==> src/rtl/hamming_memory_scrubber.sv <==
// Background scrubber: walks every address, checks the Hamming syndrome, writes back single-bit fixes.
// Optional error log outputs are enabled with HAMMING_MEMORY_SCRUBBER_ERROR_LOG_EN.
module hamming_memory_scrubber #(
    parameter int BLOCK_WIDTH    = 15,
    parameter int DEPTH          = 256,
    parameter int INTERVAL       = 1024,
    parameter int COUNT_WIDTH    = 16,
    localparam int ADDRESS_WIDTH  = $clog2(DEPTH),
    localparam int SYNDROME_WIDTH = $clog2(BLOCK_WIDTH + 1)
) (
    input  logic                      clock,
    input  logic                      reset,
    input  logic                      enable,
    output logic                      read_request,
    output logic [ADDRESS_WIDTH-1:0]  read_address,
    input  logic                      read_grant,
    input  logic                      read_data_valid,
    input  logic [BLOCK_WIDTH-1:0]    read_data,
    output logic                      write_request,
    output logic [ADDRESS_WIDTH-1:0]  write_address,
    output logic [BLOCK_WIDTH-1:0]    write_data,
    input  logic                      write_grant,
    output logic                      busy,
    output logic                      pass_done,
    output logic [COUNT_WIDTH-1:0]    corrected_count,
    output logic [COUNT_WIDTH-1:0]    uncorrectable_count
`ifdef HAMMING_MEMORY_SCRUBBER_ERROR_LOG_EN
    ,
    output logic                      last_error_valid,
    output logic [ADDRESS_WIDTH-1:0]  last_error_address,
    output logic [SYNDROME_WIDTH-1:0] last_error_syndrome
`endif
);

    localparam int INTERVAL_WIDTH = $clog2(INTERVAL + 1);
    localparam logic [INTERVAL_WIDTH-1:0] INTERVAL_LOAD = INTERVAL_WIDTH'(INTERVAL - 1);
    localparam logic [ADDRESS_WIDTH-1:0]  LAST_ADDRESS  = ADDRESS_WIDTH'(DEPTH - 1);
    localparam logic [SYNDROME_WIDTH-1:0] MAX_POSITION  = SYNDROME_WIDTH'(BLOCK_WIDTH);

    typedef enum logic [2:0] {
        S_IDLE, S_WAIT, S_READ_REQ, S_READ_WAIT, S_CHECK, S_WRITE_REQ, S_NEXT
    } state_t;

    state_t                      r_state;
    logic [ADDRESS_WIDTH-1:0]    r_address;
    logic [INTERVAL_WIDTH-1:0]   r_interval;
    logic [BLOCK_WIDTH-1:0]      r_block;
    logic                        r_read_request;
    logic [ADDRESS_WIDTH-1:0]    r_read_address;
    logic                        r_write_request;
    logic [ADDRESS_WIDTH-1:0]    r_write_address;
    logic [BLOCK_WIDTH-1:0]      r_write_data;
    logic                        r_busy;
    logic                        r_pass_done;
    logic [COUNT_WIDTH-1:0]      r_corrected_count;
    logic [COUNT_WIDTH-1:0]      r_uncorrectable_count;

    logic [SYNDROME_WIDTH-1:0]   w_syndrome;
    logic                        w_correctable;
    logic [BLOCK_WIDTH-1:0]      w_corrected;
    logic                        w_at_last;

    // XOR of the positions of all set bits equals received parity XOR recomputed parity.
    function automatic logic [SYNDROME_WIDTH-1:0] syndrome_of(input logic [BLOCK_WIDTH-1:0] blk);
        logic [SYNDROME_WIDTH-1:0] s;
        s = '0;
        for (int p = 1; p <= BLOCK_WIDTH; p++) begin
            if (blk[p-1]) s = s ^ SYNDROME_WIDTH'(p);
        end
        return s;
    endfunction

    function automatic logic [COUNT_WIDTH-1:0] sat_inc(input logic [COUNT_WIDTH-1:0] v);
        return (&v) ? v : v + 1'b1;
    endfunction

    assign w_syndrome    = syndrome_of(r_block);
    assign w_correctable = (w_syndrome != '0) && (w_syndrome <= MAX_POSITION);
    assign w_corrected   = r_block ^ (BLOCK_WIDTH'(1) << (w_syndrome - 1'b1));
    assign w_at_last     = (r_address == LAST_ADDRESS);

    always_ff @(posedge clock) begin
        if (reset) begin
            r_state               <= S_IDLE;
            r_address             <= '0;
            r_interval            <= '0;
            r_read_request        <= 1'b0;
            r_read_address        <= '0;
            r_write_request       <= 1'b0;
            r_write_address       <= '0;
            r_write_data          <= '0;
            r_busy                <= 1'b0;
            r_pass_done           <= 1'b0;
            r_corrected_count     <= '0;
            r_uncorrectable_count <= '0;
        end else begin
            r_pass_done <= 1'b0;
            case (r_state)
                S_IDLE: begin
                    if (enable) begin
                        r_state    <= S_WAIT;
                        r_interval <= INTERVAL_LOAD;
                        r_busy     <= 1'b1;
                    end
                end
                S_WAIT: begin
                    if (!enable) begin
                        r_state <= S_IDLE;
                        r_busy  <= 1'b0;
                    end else if (r_interval == '0) begin
                        r_state        <= S_READ_REQ;
                        r_read_request <= 1'b1;
                        r_read_address <= r_address;
                    end else begin
                        r_interval <= r_interval - 1'b1;
                    end
                end
                S_READ_REQ: begin
                    if (read_grant) begin
                        r_read_request <= 1'b0;
                        r_state        <= S_READ_WAIT;
                    end
                end
                S_READ_WAIT: begin
                    if (read_data_valid) begin
                        r_block <= read_data;
                        r_state <= S_CHECK;
                    end
                end
                S_CHECK: begin
                    if (w_correctable) begin
                        r_write_request   <= 1'b1;
                        r_write_address   <= r_address;
                        r_write_data      <= w_corrected;
                        r_corrected_count <= sat_inc(r_corrected_count);
                        r_state           <= S_WRITE_REQ;
                    end else begin
                        if (w_syndrome != '0) r_uncorrectable_count <= sat_inc(r_uncorrectable_count);
                        r_state     <= S_NEXT;
                        r_pass_done <= w_at_last;
                    end
                end
                S_WRITE_REQ: begin
                    if (write_grant) begin
                        r_write_request <= 1'b0;
                        r_state         <= S_NEXT;
                        r_pass_done     <= w_at_last;
                    end
                end
                S_NEXT: begin
                    r_address <= w_at_last ? '0 : r_address + 1'b1;
                    if (enable) begin
                        r_state    <= S_WAIT;
                        r_interval <= INTERVAL_LOAD;
                    end else begin
                        r_state <= S_IDLE;
                        r_busy  <= 1'b0;
                    end
                end
                default: r_state <= S_IDLE;
            endcase
        end
    end

`ifdef HAMMING_MEMORY_SCRUBBER_ERROR_LOG_EN
    logic                        r_last_error_valid;
    logic [ADDRESS_WIDTH-1:0]    r_last_error_address;
    logic [SYNDROME_WIDTH-1:0]   r_last_error_syndrome;

    always_ff @(posedge clock) begin
        if (reset) begin
            r_last_error_valid    <= 1'b0;
            r_last_error_address  <= '0;
            r_last_error_syndrome <= '0;
        end else if (r_state == S_CHECK && w_syndrome != '0) begin
            r_last_error_valid    <= 1'b1;
            r_last_error_address  <= r_address;
            r_last_error_syndrome <= w_syndrome;
        end
    end

    assign last_error_valid    = r_last_error_valid;
    assign last_error_address  = r_last_error_address;
    assign last_error_syndrome = r_last_error_syndrome;
`endif

    assign read_request        = r_read_request;
    assign read_address        = r_read_address;
    assign write_request       = r_write_request;
    assign write_address       = r_write_address;
    assign write_data          = r_write_data;
    assign busy                = r_busy;
    assign pass_done           = r_pass_done;
    assign corrected_count     = r_corrected_count;
    assign uncorrectable_count = r_uncorrectable_count;

endmodule
==> config.mk <==
export PLATFORM = sky130hd
export DESIGN_NAME = hamming_memory_scrubber
export DESIGN_NICKNAME = d
export VERILOG_FILES = /design/src/rtl/hamming_memory_scrubber.sv
export SDC_FILE = /design/constraint.sdc
export NUM_CORES = 1
export LEC_CHECK = 0
export ABC_AREA = 1
export CAP_MARGIN = 20
export CORE_MARGIN = 3
export CORE_UTILIZATION = 57
export DETAILED_ROUTE_END_ITERATION = 8
export PLACE_DENSITY = 0.89
export REMOVE_ABC_BUFFERS = 1
export SYNTH_ARGS = -nofsm -noshare
export SYNTH_HDL_FRONTEND = slang
export SYNTH_SLANG_ARGS = --single-unit
==> constraint.sdc <==
create_clock -name clock -period 3.85 [get_ports clock]
set_clock_uncertainty 0.1 [all_clocks]
set_input_delay 0.77 -clock clock [delete_from_list [all_inputs] [get_ports clock]]
set_output_delay 0.77 -clock clock [all_outputs]
set_load 0.005 [all_outputs]
-- Word level (Yosys, flattened, before mapping)
Index checks and enable logic that the tools add are counted.
- register bits after elaboration: 104
- input port bits: 21
- output and inout port bits: 67
- logic and storage cells: 121
- $add $sub $neg: 5
- $lt $le $gt $ge: 1
- eq/ne operators: 18
- shift operators: 1
- muxes and demuxes: 42
- bitwise logic cells: 19
- reductions and logical operators: 22
- operators by type and width (cell ; count):
    11-bit two-way mux ; 3
    16-bit by 1-bit adder with 16-bit output (second input constant) ; 2
    4-bit two-way mux ; 8
    16-bit AND reduction ; 2
    3-bit two-way mux ; 10
    11-bit case mux with 2 select lines ; 1
    3-bit case mux with 7 select lines ; 1
    2-bit != test (second input constant) ; 9
    3-bit AND reduction ; 5
    1-bit by 4-bit << shifter with 15-bit output (first input constant) ; 1
    15-bit XOR ; 1
    2-bit NOT ; 6
    3-bit NOT ; 4
    4-bit AND reduction ; 3
    11-bit zero test ; 1
    1-bit two-way mux ; 11
    11-bit by 1-bit subtractor with 11-bit output (second input constant) ; 1
    3-bit == test (second input constant) ; 3
    8-bit by 1-bit adder with 8-bit output (second input constant) ; 1
    8-bit == test (second input constant) ; 1
    8-bit two-way mux ; 1
    1-bit case mux with 2 select lines ; 4
    2-bit nonzero test ; 4
    3-bit by 2-bit == test with 1-bit output (second input constant) ; 2
    other kinds (15) ; 23

-- Depth between registers and ports, before layout
Gate-level depths: netlist (run 1).
- depth after elaboration: 30
- mapped depth: 18
- depth with buffers taken out: 17

-- Worst setup path after synthesis (run 1)
No wires, ideal clock.
- path type: in2reg
- from: input reset
- to: register r_block[0] (enable)
- library setup time: 0.386 ns
- arrival time: 1.845 ns
- path slack: 1.518 ns
- stages: 3
- cell sequence: clkbuf_1 -> buf_1 -> nor2_1
- cells in the longest elaborated chain, start to end: 2
- ends and longest elaborated chain (element ; line ; RTL):
    start: declaration ; 12 ; input logic reset,
    1-bit NOT (no line) ; -- ;
    3-bit AND reduction (no line) ; -- ;
    end signal: assignment ; 126 ; r_block <= read_data;
    end: declaration ; 47 ; logic [BLOCK_WIDTH-1:0] r_block;
Every way passes these cells.
A chain may end at the register's enable or synchronous reset.

-- Worst setup path in the final report (run 1)
- from: register r_corrected_count[0], in the netlist corrected_count[0]
- to: register r_corrected_count[0], in the netlist corrected_count[0]
- cells in the longest elaborated chain, start to end: 3
- ends and longest elaborated chain (element ; line ; RTL):
    start: declaration ; 55 ; logic [COUNT_WIDTH-1:0] r_corrected_count;
    start signal: assignment ; 135 ; r_corrected_count <= sat_inc(r_corrected_count);
    branches (longest 3 deep; another with 16-bit by 1-bit adder with 16-bit output) ; -- ;
Several ways; the timed one is not identified.

==> impl_metrics.yaml, run 1 <==
outcome:
  outcome: "complete, no violations"
critical_path:
  worstPathMaxFanout: 17
  path_cells: "ha_1 -> nand3_1 -> nor2_1 -> nand3_1 -> nand3b_1 -> nand3_4 -> nand2_1 -> nand2_1 -> nor2_1"
  crit_slowest_cell: "nand3b_1"
  slowest_delay_ps: 590
  reg2regPathDepth: 9
  worstSetupEndpointType: "flop"
  worstSetupPathType: "flop to flop"
  cp_data_required_time_ps: 4010
  critPathArrivalTime_ps: 2880
  startpoint_type: "flop"
yosys:
  ys.warnings.count: 0
  netlist-cell-type-count: 42
  synthArstFlopShare: 0
  netlist_area_um2: 5150
  yosysSeqAreaShare: 0.433
  syn_area_per_cell_um2: 7.43
  ys_ff_latch: 104
  synth_top_flop_cell: "dfxtp_1"
  synth_edf_count: 15
  syn_inst: 694
placement:
  dp.cells: 872
  placed_cell_area_um2: 6050
  dp_hpwl_um: 8570
  io_buffers: 87
  place.gp.congestion: 0.877
cells_and_area:
  nets: 800
  drive_gt1_frac: 0.100
  antenna-diode-count: 0
  n_fill_cell: 697
  mostFrequentLayoutCell: "nand2_1"
  final_area_um2: 6240
  area_delta_synth_final_pct: 21.1
  instances_no_fill: 888
  final_cell_mix: "nand2_1 (152), dfxtp_1 (89), nor2_1 (87)"
global_route:
  gr-total-overflow: 0
  grtUsageTotal: 0.237
  grt_pass1_vias: 4496
  grt_max_degree: 55
  antenna_found_initial: 0
  grt_pass1_wl_um: 19900
drt:
  drt_iter0_drc: 219
  postRouteAntennaNets: 0
  firstDrtPassIters: 5
  drcViolationCount: 0
  viasPerCell: 5.40
  routedWlPerCell_um: 13.3
  vias: 4797
  drt-total-wl_um: 11800
sta:
  period_minus_slack_ps: 2720
  rsz0062_at_grt: "no"
  tightest_slew_ps: 935
  drv_slew: 0
  setup-tns-final_ps: 0
  final.period_utilization: 0.706
  slew_headroom: 0.376
  fmax_mhz: 368
  setup_viol: 0
  finalHoldViolCount: 0
clocking:
  h-tree-depth: 3
  cts_tree: "done"
  cts.reportedPaths.clkPinSlew_ps: 100
  ctsResizeCount: 0
  cts-root-buf: "clkbuf_8"
  postCtsSetupBuffers: 0
  postCtsHoldBufs: 0
  clock_latency_ps: 370
  numClockSinks: 104
  cts_buffers: 9
  clk_path_buf_depth: 2
floorplanning:
  die_width_um: 101
  io_pins: 88
  initial_core_util: 0.588
  dieArea_um2: 10200
  core-area_um2: 8760
  rows: 34
  die_h_um: 101
power:
  power_density_nw_per_um2: 347
  peakVddDrop_v: 0.000199
  p_leak_nw: 2.50
flow_run:
  cap_violations: 0
min_path:
  hold_depth: 2
  hold_path_class: "flop to flop"
[per-layer routing]
layer / vias up / track usage / share of wire
met3: 20 / 0.0464 / 0.062
met2: 169 / 0.401 / 0.50
li1: 2423 / - / -
met1: 2185 / 0.298 / 0.42
met5: - / 0 / 0
met4: 0 / 0.0910 / 0.017
[power breakdown]
part,leakage [nW],switching [W],internal [W],total (W)
Sequential,0.855,0.0000327,0.00114,0.00118
Clock,0.0955,0.000403,0.000253,0.000656
Combinational,1.55,0.000210,0.000124,0.000334
[registers in the layout, summed over array words and instances, names as in the netlist]
signal / count
write_address: 8
write_request: 1
busy: 1
uncorrectable_count: 16
corrected_count: 16
r_state: 3
read_address: 8
r_block: 15
pass_done: 1
r_interval: 11
write_data: 15
r_address: 8
read_request: 1
[path summary, 6_finish.rpt]
path	from	endpoint	slack [ps]
setup / recovery	corrected_count[0]	corrected_count[0]	1130
hold / removal	uncorrectable_count[5]	uncorrectable_count[5]	330
setup reg to reg	corrected_count[0]	corrected_count[0]	1130
hold reg to reg	uncorrectable_count[5]	uncorrectable_count[5]	330
[Yosys cell counts, types with 2 or more instances]
cell type / number / area, µm²
edfxtp_1: 15 / 450
nor2_1: 87 / 327
xnor2_1: 6 / 52.6
nand2_8: 2 / 40.0
ha_1: 4 / 50.1
nor2_2: 3 / 18.8
buf_6: 3 / 33.8
nand3_1: 51 / 255
nand3_2: 2 / 20.0
nor3_1: 12 / 60.1
nand4_1: 19 / 119
buf_1: 3 / 11.3
a21oi_2: 12 / 105
nor3b_1: 2 / 15.0
a211oi_1: 2 / 15.0
o21ai_1: 6 / 30.0
clkbuf_1: 8 / 30.0
buf_2: 2 / 10.0
nand2_4: 2 / 22.5
inv_4: 2 / 12.5
nand2_1: 152 / 571
or2_2: 4 / 25.0
a21oi_1: 35 / 175
inv_2: 9 / 33.8
xor2_1: 12 / 105
nand2_2: 16 / 100
dfxtp_1: 89 / 1780
buf_4: 2 / 15.0
nor2_8: 2 / 40.0
o21ai_0: 35 / 175
nor4_1: 4 / 25.0
a31oi_1: 8 / 50.1
inv_1: 74 / 278
[metrics by stage]
| step | hold slack [ps] | utilization | power (W) | worst slack, ps |
|---|---|---|---|---|
| after global placement | 309 | 0.690 | 0.00151 | 1060 |
| after CTS | 327 | 0.713 | 0.00218 | 1140 |
| after detailed placement | 312 | 0.690 | 0.00153 | 979 |
| final | 325 | 0.713 | 0.00217 | 1130 |
| after global routing | 341 | 0.713 | 0.00228 | 892 |
| after floorplan | 320 | - | 0.00142 | 1650 |
[critical path, delay by kind of cell, from the launching register on]
family        cells  cell delay [ps]
simple gates      8             1800
flops             1              470
fa+ha+maj         1              250
[area by class of cell]
| cell class | count | area [µm²] | share of cell area |
|---|---|---|---|
| clock inverters | 7 | 70.1 | 0.0112 |
| well taps | 108 | 135 | 0.0216 |
| multi-input cells | 486 | 2480 | 0.397 |
| repair buffers | 89 | 881 | 0.141 |
| clock buffers | 9 | 124 | 0.0198 |
| inverters | 85 | 324 | 0.0519 |
| flip-flops and latches | 104 | 2230 | 0.357 |
[logic make-up (layout without fill, tap and decap cells)]
family / after synthesis / in the layout / synth area share
AO/OA/AOI/OAI: 102 / 102 / 0.114
XOR/XNOR: 18 / 18 / 0.0306
adder cells (fa/ha/maj): 4 / 4 / 0.00971
buffers and inverters: 104 / 190 / 0.0862
flip-flops: 104 / 104 / 0.433
AND/OR/NAND/NOR: 362 / 362 / 0.327
No activity file was read; power rests on OpenSTA's default activity.
==> inputs of run 2 (changes only) <==
--- a/config.mk
+++ b/config.mk
@@ -8,9 +8,9 @@
 export ABC_AREA = 1
 export CAP_MARGIN = 20
 export CORE_MARGIN = 3
-export CORE_UTILIZATION = 57
+export CORE_UTILIZATION = 53
 export DETAILED_ROUTE_END_ITERATION = 8
-export PLACE_DENSITY = 0.89
+export PLACE_DENSITY = 0.84
 export REMOVE_ABC_BUFFERS = 1
 export SYNTH_ARGS = -nofsm -noshare
 export SYNTH_HDL_FRONTEND = slang
==> constraint.sdc (replaced) <==
create_clock -name clock -period 2.77 [get_ports clock]
set_clock_uncertainty 0.1 [all_clocks]
set_input_delay 0.554 -clock clock [delete_from_list [all_inputs] [get_ports clock]]
set_output_delay 0.554 -clock clock [all_outputs]
set_load 0.005 [all_outputs]
==> run 2 against run 1 <==
Utilization is 3.8 points lower; design area is 0.80% higher; power increased by 37%; sequential share of layout area decreased by 0.28 points; count of clock-buffer cells in the layout stayed put; worst setup slack got worse by 770 ps; register-to-register slack worse by 770 ps; via count is essentially flat; critical endpoint is now write_data[3]; largest power group unchanged.
==> impl_metrics.yaml, run 2 (synthesis results as in run 1) <==
min_path:
  hold_depth: 2
  hold_path_class: "flop to flop"
global_route:
  grt_max_degree: 26
  grt_pass1_vias: 4639
  antenna_found_initial: 0
  gr-total-overflow: 0
  grt_pass1_wl_um: 21100
  grtUsageTotal: 0.230
drt:
  drcViolationCount: 0
  postRouteAntennaNets: 0
  routedWlPerCell_um: 13.3
  viasPerCell: 5.25
  firstDrtPassIters: 7
  drt-total-wl_um: 12200
  drt_iter0_drc: 261
  vias: 4800
floorplanning:
  core-area_um2: 9330
  dieArea_um2: 10900
  initial_core_util: 0.553
  rows: 35
  io_pins: 88
  die_width_um: 105
  die_h_um: 105
placement:
  pre_cts_slack_ps: 317
  dp_hpwl_um: 9060
  placed_cell_area_um2: 6110
  place.gp.congestion: 0.918
  io_buffers: 87
clocking:
  postCtsHoldBufs: 0
  cts_buffers: 9
  postCtsSetupBuffers: 0
  clk_path_buf_depth: 2
  numClockSinks: 104
  ctsResizeCount: 0
  cts-root-buf: "clkbuf_8"
  cts.reportedPaths.clkPinSlew_ps: 100
  cts_tree: "done"
  clock_latency_ps: 380
  h-tree-depth: 3
cells_and_area:
  antenna-diode-count: 0
  final_cell_mix: "nand2_1 (152), dfxtp_1 (89), nor2_1 (87)"
  post-route-util: 0.675
  final_area_um2: 6290
  mostFrequentLayoutCell: "nand2_1"
  n_fill_cell: 793
  drive_gt1_frac: 0.104
  area_delta_synth_final_pct: 22.1
  nets: 805
power:
  peakVddDrop_v: 0.000355
  fin_total_pwr_w: 0.00298
  p_leak_nw: 2.51
  power_density_nw_per_um2: 473
sta:
  fin_ws_ps: 359
  setup_viol: 0
  rsz0062_at_grt: "no"
  setup-tns-final_ps: 0
  finalHoldViolCount: 0
  fmax_mhz: 415
  period_minus_slack_ps: 2410
  final.period_utilization: 0.870
  drv_slew: 0
  slew_headroom: 0.637
  tightest_slew_ps: 541
critical_path:
  worstPathMaxFanout: 25
  critPathArrivalTime_ps: 2580
  cp.depth: 12
  reg2regPathDepth: 12
  path_cells: "xnor2_1 -> inv_1 -> nand2_1 -> nand2_1 -> nand2_1 -> nand2_2 -> nor2_8 -> nand2_8 -> nand2_8 -> inv_4 -> o21ai_0 -> nor2_1"
  slowest_delay_ps: 530
  worstSetupEndpointType: "flop"
  worstSetupPathType: "flop to flop"
  critical_path.top_delay_family: "simple AND/OR/NAND/NOR gates"
  startpoint_type: "flop"
  cpMostUsedCell: "nand2_1"
  regToRegSetupSlack_ps: 360
  critPathBufInv: 2
  crit_slowest_cell: "edfxtp_1"
  cp_data_required_time_ps: 2940
flow_run:
  cap_violations: 0
outcome:
  outcome: "complete, no violations"
## run 2: changes by cell type in the layout (fill, tap and decap cells not counted)
cell        delta
buf_4          +5
inv_6          -2
clkinv_1       +1
clkinv_4       +1
clkinv_8       -1
clkinvlp_4     +1
## run 2: worst reg2reg max path: stages, from the launching register on
cell,delay (ps)
edfxtp_1,530
xnor2_1,330
inv_1,90
nand2_1,90
nand2_1,50
nand2_1,70
nand2_2,110
nor2_8,210
nand2_8,150
nand2_8,180
inv_4,150
o21ai_0,190
nor2_1,50
## run 2: layout make-up
cell class              instances  area (µm²)  area share
clock buffers                   9         124      0.0197
multi-input cells             486        2480       0.394
repair buffers                 94         918       0.146
well taps                     129         161      0.0256
inverters                      85         324      0.0515
flip-flops and latches        104        2230       0.355
clock inverters                 7        56.3     0.00894
## run 2: routing by layer
layer | up-vias | routed length (µm) | track usage | part of all wire
met5 | - | 0 | 0 | 0
met2 | 150 | 6130 | 0.411 | 0.50
li1 | 2435 | - | - | -
met1 | 2202 | 5190 | 0.271 | 0.43
met4 | 0 | 160 | 0.0769 | 0.013
met3 | 13 | 707 | 0.0531 | 0.058
## run 2: per-stage QoR
stage,hold slack (ps),cells
after floorplan,320,675
after global placement,309,898
after detailed placement,311,898
after CTS,327,914
after global routing,353,914
final,326,914
## run 2: worst paths after layout
check                               from                      to
hold / removal    uncorrectable_count[4]  uncorrectable_count[4]
hold reg to reg   uncorrectable_count[4]  uncorrectable_count[4]
setup reg to reg             r_block[14]           write_data[3]
setup / recovery             r_block[14]           write_data[3]
## run 2: power breakdown
part	internal (W)	leakage [nW]	switching [W]	total, W
clock network	0.000336	0.0854	0.000542	0.000878
registers	0.00159	0.855	0.0000438	0.00163
logic	0.000175	1.57	0.000292	0.000467
total	0.00210	2.51	0.000878	0.00298
==> inputs of run 3 (changes only) <==
--- a/config.mk
+++ b/config.mk
@@ -12,6 +12,7 @@
 export DETAILED_ROUTE_END_ITERATION = 8
 export PLACE_DENSITY = 0.84
 export REMOVE_ABC_BUFFERS = 1
+export SETUP_SLACK_MARGIN = 0.4
 export SYNTH_ARGS = -nofsm -noshare
 export SYNTH_HDL_FRONTEND = slang
 export SYNTH_SLANG_ARGS = --single-unit
==> constraint.sdc (replaced) <==
create_clock -name clock -period 2.77 [get_ports clock]
set_clock_uncertainty 0.1 [all_clocks]
set_input_delay 0.554 -clock clock [delete_from_list [all_inputs] [get_ports clock]]
set_output_delay 0.554 -clock clock [all_outputs]
set_load 0.05 [all_outputs]
==> run 3 against run 2 <==
Clock power grew 0.6%; non-clock buffer count grew 13; global-route usage is essentially flat; wire length grew 3.0%; combinational power grew 12%.
==> impl_metrics.yaml, run 3 (synthesis results as in run 1) <==
outcome:
  outcome: "complete, no violations"
power:
  p_leak_nw: 2.83
  fin_total_pwr_w: 0.00304
  power_density_nw_per_um2: 470
  peakVddDrop_v: 0.000359
global_route:
  antenna_found_initial: 0
  grt_max_degree: 26
  grt_pass1_wl_um: 21100
  gr-total-overflow: 0
  grt_pass1_vias: 4653
  grtUsageTotal: 0.230
floorplanning:
  die_h_um: 105
  rows: 35
  dieArea_um2: 10900
  initial_core_util: 0.553
  die_width_um: 105
  io_pins: 88
  core-area_um2: 9330
drt:
  vias: 4917
  drcViolationCount: 0
  drt_iter0_drc: 229
  drt-total-wl_um: 12600
  postRouteAntennaNets: 0
  routedWlPerCell_um: 13.5
  firstDrtPassIters: 5
  viasPerCell: 5.30
sta:
  period_minus_slack_ps: 2260
  finalHoldViolCount: 0
  final.period_utilization: 0.815
  fmax_mhz: 443
  drv_slew: 0
  rsz0062_at_grt: "no"
  setup_viol: 0
  slew_headroom: 0.642
  setup-tns-final_ps: 0
  tightest_slew_ps: 532
clocking:
  cts.reportedPaths.clkPinSlew_ps: 100
  cts_tree: "done"
  clk_path_buf_depth: 2
  cts_buffers: 9
  postCtsHoldBufs: 0
  cts-root-buf: "clkbuf_8"
  h-tree-depth: 3
  numClockSinks: 104
  clock_latency_ps: 370
critical_path:
  critPathArrivalTime_ps: 1600
  path_cells: "clkdlybuf4s50_1"
  regToRegSetupSlack_ps: 590
  critical_path.top_delay_family: "buffers and inverters"
  worstSetupPathType: "flop to output port"
  critPathBufInv: 1
  worstSetupEndpointType: "output port"
  worstPathMaxFanout: 2
  slowest_delay_ps: 840
  crit_slowest_cell: "clkdlybuf4s50_1"
  cp_data_required_time_ps: 2120
  startpoint_type: "flop"
cells_and_area:
  nets: 819
  drive_gt1_frac: 0.124
  antenna-diode-count: 0
  mostFrequentLayoutCell: "nand2_1"
  final_cell_mix: "nand2_1 (152), dfxtp_1 (89), nor2_1 (85)"
  area_delta_synth_final_pct: 25.4
flow_run:
  cap_violations: 0
min_path:
  hold_path_class: "flop to flop"
placement:
  io_buffers: 87
  dp_hpwl_um: 9060
  place.gp.congestion: 0.918
run 3: cell count changes in the layout (fill, tap and decap cells not counted), moves of 2 or more:
cell             delta
clkdlybuf4s50_1    -14
nor2_1              -2
o21ai_0             -2
buf_4              +12
o21ai_1             +2
dlymetal6s2s_1     +12
dlygate4sd2_1       +2
run 3: power by group:
part | internal (W) | switching, W
logic | 0.000179 | 0.000343
clock network | 0.000336 | 0.000546
registers | 0.00159 | 0.0000454
run 3: final timing paths:
kind,start,end,cells past startpoint
max reg2reg,r_block[14],write_data[0],14
min reg2reg,uncorrectable_count[4],uncorrectable_count[4],2
max,write_request,write_request,1
min,uncorrectable_count[4],uncorrectable_count[4],2
run 3: routing by layer:
| layer | wire length (µm) | up-vias | track usage | share of wire |
|---|---|---|---|---|
| li1 | - | 2459 | - | - |
| met1 | 5110 | 2256 | 0.269 | 0.41 |
| met2 | 6340 | 186 | 0.410 | 0.50 |
| met3 | 914 | 16 | 0.0562 | 0.073 |
| met4 | 191 | 0 | 0.0787 | 0.015 |
| met5 | 0 | - | 0 | 0 |
run 3: area by class of cell:
cell class	count	area, µm²
clock buffers	9	124
clock inverters	7	56.3
fillers	766	2860
inverters	85	329
multi-input cells	487	2510
flip-flops and latches	104	2230
well taps	129	161
repair buffers	107	1060
run 3: per-stage QoR:
| step | setup WS, ps | hold slack, ps | std cells | util | area (µm²) |
|---|---|---|---|---|---|
| after CTS | 399 | 327 | 915 | 0.676 | 6310 |
| after floorplan | 163 | 342 | 675 | - | 5030 |
| after global placement | 397 | 309 | 898 | 0.656 | 6110 |
| final | 513 | 326 | 928 | 0.693 | 6470 |
| after global routing | 374 | 353 | 928 | 0.693 | 6470 |
| after detailed placement | 317 | 311 | 898 | 0.656 | 6110 |
run 3: repair_timing:
item | in CTS | in global routing
gates resized for setup | 3 | 19
pin swaps | 0 | 4
buffers inserted | 1 | 12
setup endpoints to repair | 15 | 46
gates cloned | 0 | 1
